`src/rtl/dmem_sramlike_bridge_pkg.sv`:
```
// Shared definitions for the MEM-stage to SRAM-like data bus bridge.
// State encodings of the bridge FSM and the bus access size codes.
// No logic here; imported by the bridge and its bench.
package dmem_sramlike_bridge_pkg;

  // Bridge FSM states: idle, address phase, data phase, result held.
  typedef enum logic [1:0] {
    S_IDLE = 2'd0,
    S_REQ  = 2'd1,
    S_WAIT = 2'd2,
    S_DONE = 2'd3
  } state_e;

  // Access size codes shared by the CPU side and the bus side.
  localparam logic [1:0] SZ_BYTE = 2'd0;
  localparam logic [1:0] SZ_HALF = 2'd1;
  localparam logic [1:0] SZ_WORD = 2'd2;

endpackage

```
`src/rtl/dmem_sramlike_bridge.sv`:
```
// Purpose: turns a MEM-stage data access into one SRAM-like req/addr_ok/data_ok transaction.
// Latency: 4 cycles minimum (request, REQ, WAIT, DONE); longer with slave wait states.
// Backpressure: stalls the pipeline until data_ok, then holds the result while any stall persists.
module dmem_sramlike_bridge
  import dmem_sramlike_bridge_pkg::*;
#(
  parameter int AW = 32,
  parameter int DW = 32
) (
  input  logic          clk,
  input  logic          rst,
  // MEM-stage side
  input  logic          cpu_en,
  input  logic [3:0]    cpu_wen,
  input  logic [1:0]    cpu_size,
  input  logic [AW-1:0] cpu_addr,
  input  logic [DW-1:0] cpu_wdata,
  input  logic          cpu_except,
  input  logic          cpu_longest_stall,
  output logic [DW-1:0] cpu_rdata,
  output logic          cpu_stall,
  // SRAM-like bus side
  output logic          data_req,
  output logic          data_wr,
  output logic [1:0]    data_size,
  output logic [AW-1:0] data_addr,
  output logic [DW-1:0] data_wdata,
  input  logic          data_addr_ok,
  input  logic          data_data_ok,
  input  logic [DW-1:0] data_rdata
);

  state_e        state_q, state_d;
  logic [AW-1:0] addr_q, addr_d;
  logic          wr_q, wr_d;
  logic [1:0]    size_q, size_d;
  logic [DW-1:0] wdata_q, wdata_d;
  logic [DW-1:0] rdata_q, rdata_d;

  // A new access is only started when MEM is not taking an exception this cycle.
  logic new_req;
  assign new_req = cpu_en && !cpu_except;

  // Next-state and request-register update; cpu_* are looked at only in IDLE.
  always_comb begin
    state_d = state_q;
    addr_d  = addr_q;
    wr_d    = wr_q;
    size_d  = size_q;
    wdata_d = wdata_q;
    rdata_d = rdata_q;
    case (state_q)
      S_IDLE: begin
        if (new_req) begin
          addr_d  = cpu_addr;
          wr_d    = |cpu_wen;
          size_d  = cpu_size;
          wdata_d = cpu_wdata;
          state_d = S_REQ;
        end
      end
      S_REQ: begin
        if (data_addr_ok) state_d = S_WAIT;
      end
      S_WAIT: begin
        // Captured for stores as well; the value is simply unused there.
        if (data_data_ok) begin
          rdata_d = data_rdata;
          state_d = S_DONE;
        end
      end
      S_DONE: begin
        // Keep the result until the whole pipeline is free to consume it.
        if (!cpu_longest_stall) state_d = S_IDLE;
      end
      default: state_d = S_IDLE;
    endcase
  end

  // State and request registers with synchronous reset.
  always_ff @(posedge clk) begin
    if (rst) begin
      state_q <= S_IDLE;
      addr_q  <= '0;
      wr_q    <= 1'b0;
      size_q  <= '0;
      wdata_q <= '0;
      rdata_q <= '0;
    end else begin
      state_q <= state_d;
      addr_q  <= addr_d;
      wr_q    <= wr_d;
      size_q  <= size_d;
      wdata_q <= wdata_d;
      rdata_q <= rdata_d;
    end
  end

  // Bus fields come straight from the latched request so they stay stable until addr_ok.
  assign data_req   = (state_q == S_REQ);
  assign data_wr    = wr_q;
  assign data_size  = size_q;
  assign data_addr  = addr_q;
  assign data_wdata = wdata_q;

  // Stall covers the request cycle itself, so the pipeline freezes before REQ is entered.
  assign cpu_stall = ((state_q == S_IDLE) && new_req) ||
                     (state_q == S_REQ) || (state_q == S_WAIT);
  assign cpu_rdata = rdata_q;

endmodule

```
`config.mk`:
```
export PLATFORM = sky130hd
export DESIGN_NAME = dmem_sramlike_bridge
export DESIGN_NICKNAME = d
export VERILOG_FILES = /design/src/rtl/dmem_sramlike_bridge_pkg.sv /design/src/rtl/dmem_sramlike_bridge.sv
export SDC_FILE = /design/constraint.sdc
export NUM_CORES = 1
export LEC_CHECK = 0
export BUFFER_PORTS_ARGS = -buffer_cell sky130_fd_sc_hd__buf_4
export CAP_MARGIN = 20
export CORE_ASPECT_RATIO = 1.2
export CORE_MARGIN = 5
export CORE_UTILIZATION = 35
export CTS_BUF_LIST = sky130_fd_sc_hd__clkbuf_16
export DETAILED_ROUTE_END_ITERATION = 12
export GPL_TIMING_DRIVEN = 0
export MAX_ROUTING_LAYER = met4
export PLACE_DENSITY_LB_ADDON = 0.15
export SYNTH_ARGS = -nofsm -noshare
export SYNTH_HDL_FRONTEND = slang
export SYNTH_SLANG_ARGS = --single-unit
```
`constraint.sdc`:
```
create_clock -name clk -period 1.7 [get_ports clk]
set_input_delay 0.17 -clock clk [delete_from_list [all_inputs] [get_ports clk]]
set_output_delay 0.17 -clock clk [all_outputs]
set_load 0.05 [all_outputs]
```
# --- Word level (Yosys, flattened, before mapping) ---
# Cells that the tools add are included.
# Widths: inputs -> output; s select.
classes:
  n_eq_ne: 7
  muxes: 5
  n_reduce_logical: 10
op_table:
  columns: ["cell", "count"]
  rows:
  - ["$mux 2", 4]
  - ["$pmux 2 s4", 1]
  - ["$ne 2x2->1 const B", 3]
  - ["$eq 2x2->1 const B", 2]
  - ["$reduce_and 2->1", 2]
  - ["$reduce_and 4->1", 1]
  - ["$reduce_or 4->1", 1]
  - ["$eq 2x1->1 const B", 1]
  - ["$logic_and 1x1->1", 2]
  - ["$logic_not 2->1", 1]
  - ["$logic_or 1x1->1", 2]
  - ["$ne 2x1->1 const B", 1]
  - ["$logic_not 1->1", 1]
totals:
  regBits: 101
  output_inout_bits: 101
  word_cells: 28

# --- Longest topological paths before layout ---
logic_depth:
  word_depth: 5
  mapped_depth: 8
  ltp_nobuf: 5

# --- Worst setup path after synthesis ---
# Ideal clock, no wire load.
synth_path:
  path_kind: "register -> output"
  startpoint: "reg state_q[0]"
  endpoint: "out cpu_stall"
  arrival_ps: 1639
  required_ps: 1530
  setup_slack_ps: -109
  path_stages_with_launch: 7
  cell_sequence: "dfxtp_1 inv_1 ha_1 and3b_1 buf_4 buf_8 or3_1"
synth_via:
  elab_chain_cells: 4
synth_lines:
  columns: ["item", "line", "rtl"]
  rows:
  - ["start: declaration", "dmem_sramlike_bridge.sv:33", "state_e state_q, state_d;"]
  - ["start signal: assignment", "dmem_sramlike_bridge.sv:90", "state_q <= state_d;"]
  - ["$logic_not 2->1", "dmem_sramlike_bridge.sv:107", "assign cpu_stall = ((state_q == S_IDLE) && new_req) ||"]
  - ["$logic_and 1x1->1", "dmem_sramlike_bridge.sv:107", null]
  - ["$logic_or 1x1->1", "dmem_sramlike_bridge.sv:107", null]
  - ["$logic_or 1x1->1 (*)", "dmem_sramlike_bridge.sv:108", "(state_q == S_REQ) || (state_q == S_WAIT);"]
  - ["end: declaration", "dmem_sramlike_bridge.sv:21", "output logic cpu_stall,"]
# Every way passes the cells marked *; elsewhere a longest branch is shown, timed or not.

# --- Worst setup path after layout ---
# Same ends and word-level chain as after synthesis.

==> impl_metrics.py <==
metrics = {
    "worst_setup_path": {
        "critPathRequiredTime_ns": 1.53,
        "rr_startpoint": "state_q[1]",
        "endpoint": "cpu_stall",
        "path_depth": 5,
        "r2r_slack_ns": 0.14,
        "critical_path.top_delay_family": "simple AND/OR/NAND/NOR gates",
        "crit_type": "flop to output pin",
        "crit_path_start": "state_q[0]",
        "rr_worst_depth": 6,
        "start_kind": "flop",
        "crit_slowest_cell": "or3_4",
        "critPathBufInv": 2,
        "cp-end-kind": "output pin",
        "arrival_ns": 1.58,
        "slowest_delay_ns": 0.38,
        "path_cells": "inv_2, ha_4, and3b_1, or3_4, buf_8",
        "r2r-end": "state_q[0]",
        "worst-path-max-fanout": 3,
    },
    "synthesis": {
        "synth_adder_area_share": 0.01720,
        "syn-num-nets": 568,
        "ys_warn_count": 0,
        "syn_area_per_cell_um2": 8.012,
        "ys_seq_area_frac": 0.5559,
        "yosysUniqueCellTypes": 21,
        "yosysTopAreaCellShare": 0.5559,
        "synth_top_family_by_area": "simple AND/OR/NAND/NOR gates",
        "syn_inst": 454,
        "synth-edff-count": 0,
        "synth_compound_area_frac": 0.1483,
        "synthMuxAreaShare": 0.005504,
        "synth-async-reset-ratio": 0,
        "synth-xor-area-share": 0,
        "yosysMostFrequentCell": "nand2_1",
        "synth_area_leaders": "dfxtp_1 56%, nand2_1 20%, a21oi_1 14%, clkbuf_1 1.9%, ha_1 1.7%",
        "synth_flop_cell": "dfxtp_1",
        "synth-simple-area-share": 0.2243,
        "synth_area_um2": 3637,
        "netlist_top_cells_count": "198 x nand2_1, 101 x dfxtp_1, 99 x a21oi_1, 18 x clkbuf_1, 10 x buf_2",
        "synth-seq-cells": 101,
        "synth_top_area_cell": "dfxtp_1",
    },
    "floorplan": {
        "core.rowCount": 40,
        "die_y_um": 121.7,
        "ios": 210,
        "die_x_um": 103.1,
        "core-area_um2": 10110,
        "dieArea_um2": 12540,
        "start_util": 0.3598,
    },
    "drt": {
        "finalWirelength_mm": 11.40,
        "num_vias": 3676,
        "drc": 0,
        "drtPass1Iterations": 4,
        "via_per_inst": 4.544,
        "drt-initial-drc-count": 117,
        "ant_nets": 0,
        "wl_per_cell_um": 14.09,
    },
    "timing": {
        "slew_viol_final": 0,
        "worstMarginPinSlew_ns": 0.5323,
        "period_minus_slack_ns": 1.751,
        "timing.final.ws_setup_ns": -0.05118,
        "fmax_ghz": 0.5710,
        "holdWs_ns": 0.07592,
        "setup_tns_ns": -0.05118,
        "fin_crit_sh": 1.030,
        "setup_viol": 1,
        "finClkSkew_ns": 0.004672,
        "rsz0062_at_grt": "true",
        "hold_viol": 0,
        "relSlewSlack": 0.6451,
    },
    "run_status": {
        "violations": "negative setup slack",
        "status": "finished, violations left",
    },
    "grt": {
        "grt_pass1_wl_mm": 17.25,
        "first_global_vias": 3574,
        "track_usage": 0.1795,
        "grt-ovfl-total": 0,
        "grt_max_degree": 16,
        "antenna_found_initial": 0,
    },
    "clock_network": {
        "cts.sinks": 101,
        "clock_path_buffers": 2,
        "hold_buffers": 0,
        "cts_root_buf": "clkbuf_16",
        "htree_num_levels": 3,
        "clk_pin_slew_ns": 0.06,
        "clkLatencyLatePin_ns": 0.33,
        "cts_tree": "built",
        "numCtsBuffers": 9,
    },
    "worst_hold_path": {
        "whs_path_depth": 3,
        "hold_class": "input port to flop",
    },
    "place": {
        "gp_congestion": 0.7742,
        "placed_area_um2": 5369,
        "dp_hpwl_mm": 8.810,
        "port_buffers": 209,
        "placed_cells": 789,
        "dp_slack_ns": -0.1950,
    },
    "power_and_ir_drop": {
        "ir_drop_uv": 568.4,
        "total_power_mw": 7.677,
        "p_leak_nw": 2.528,
        "p_per_area_nw_per_um2": 1341,
    },
    "cells_and_area": {
        "fin_util": 0.5665,
        "layout-drive-gt1-share": 0.3690,
        "syn2layout_area_growth_pct": 57.45,
        "nets": 792,
        "antennaDiodeCount": 0,
        "final_cells": 809,
        "nFillCells": 963,
        "finalInstanceArea_um2": 5727,
    },
    "job": {
        "cap_viol_max_count": 0,
    },
}
-- flip-flops by register name (all words and copies together) (netlist names) --
register    flops
data_size       2
data_wdata     32
data_wr         1
cpu_rdata      32
state_q         2
data_addr      32
-- metal layers --
metal,track usage,share of wire
met1,0.2145,0.40
met4,0.07126,0.013
met5,-,0
met3,0.04124,0.088
met2,0.2905,0.50
-- cells in the final DEF, fill, tap and decap left out, types with 3 or more instances in the layout --
master     Yosys  final
buf_4          2    215
clkinv_2       0      3
nand2b_1       4      4
nand2_1      198    198
buf_2         10     10
clkbuf_1      18     16
clkbuf_16      0      9
a21oi_1       99     99
ha_1           5      3
dfxtp_1      101     99
-- worst min path at each step --
stage,startpoint,end
floorplan,cpu_addr[14],data_addr[14]
global placement,cpu_addr[28],data_addr[28]
detailed placement,cpu_addr[7],data_addr[7]
CTS,cpu_addr[7],data_addr[7]
global route,data_rdata[21],cpu_rdata[21]
finish,data_rdata[3],cpu_rdata[3]
-- worst register-to-register path: stages (launching register included) --
cell and delay (ns):
dfxtp_2 0.33, inv_2 0.05, buf_4 0.13, ha_1 0.19, nor2b_1 0.16, a2111oi_4 0.38, mux2i_1 0.24
-- kinds of logic (layout without fill, tap and decap cells) --
logic type / after synthesis / after routing
simple gates: 209 / 209
buf+inv: 35 / 264
mux: 2 / 2
flops: 101 / 101
fa+ha+maj: 5 / 5
compound gates: 102 / 102
-- cell type report --
class,count,area [um^2],area share
Sequential cell,101,2024,0.3535
Buffer,31,150.1,0.02622
Clock inverter,7,82.58,0.01442
Clock buffer,9,225.2,0.03933
Tap cell,126,157.7,0.02753
Inverter,2,7.507,0.001311
Timing Repair Buffer,215,1622,0.2832
Multi-Input combinational cell,318,1458,0.2545
-- report_power, final --
| part | switching, mW | internal [mW] |
|---|---|---|
| Combinational | 1.80 | 0.974 |
| Sequential | 0.144 | 2.65 |
| Clock | 0.834 | 1.27 |
| Total | 2.78 | 4.89 |
-- timing repair --
item,4_1_cts,5_1_grt
setup endpoints to repair,3,18
gates resized for setup,9,5
buffers inserted,6,0
pin swaps,2,1
Note: power is estimated with default switching activity, not from simulation.
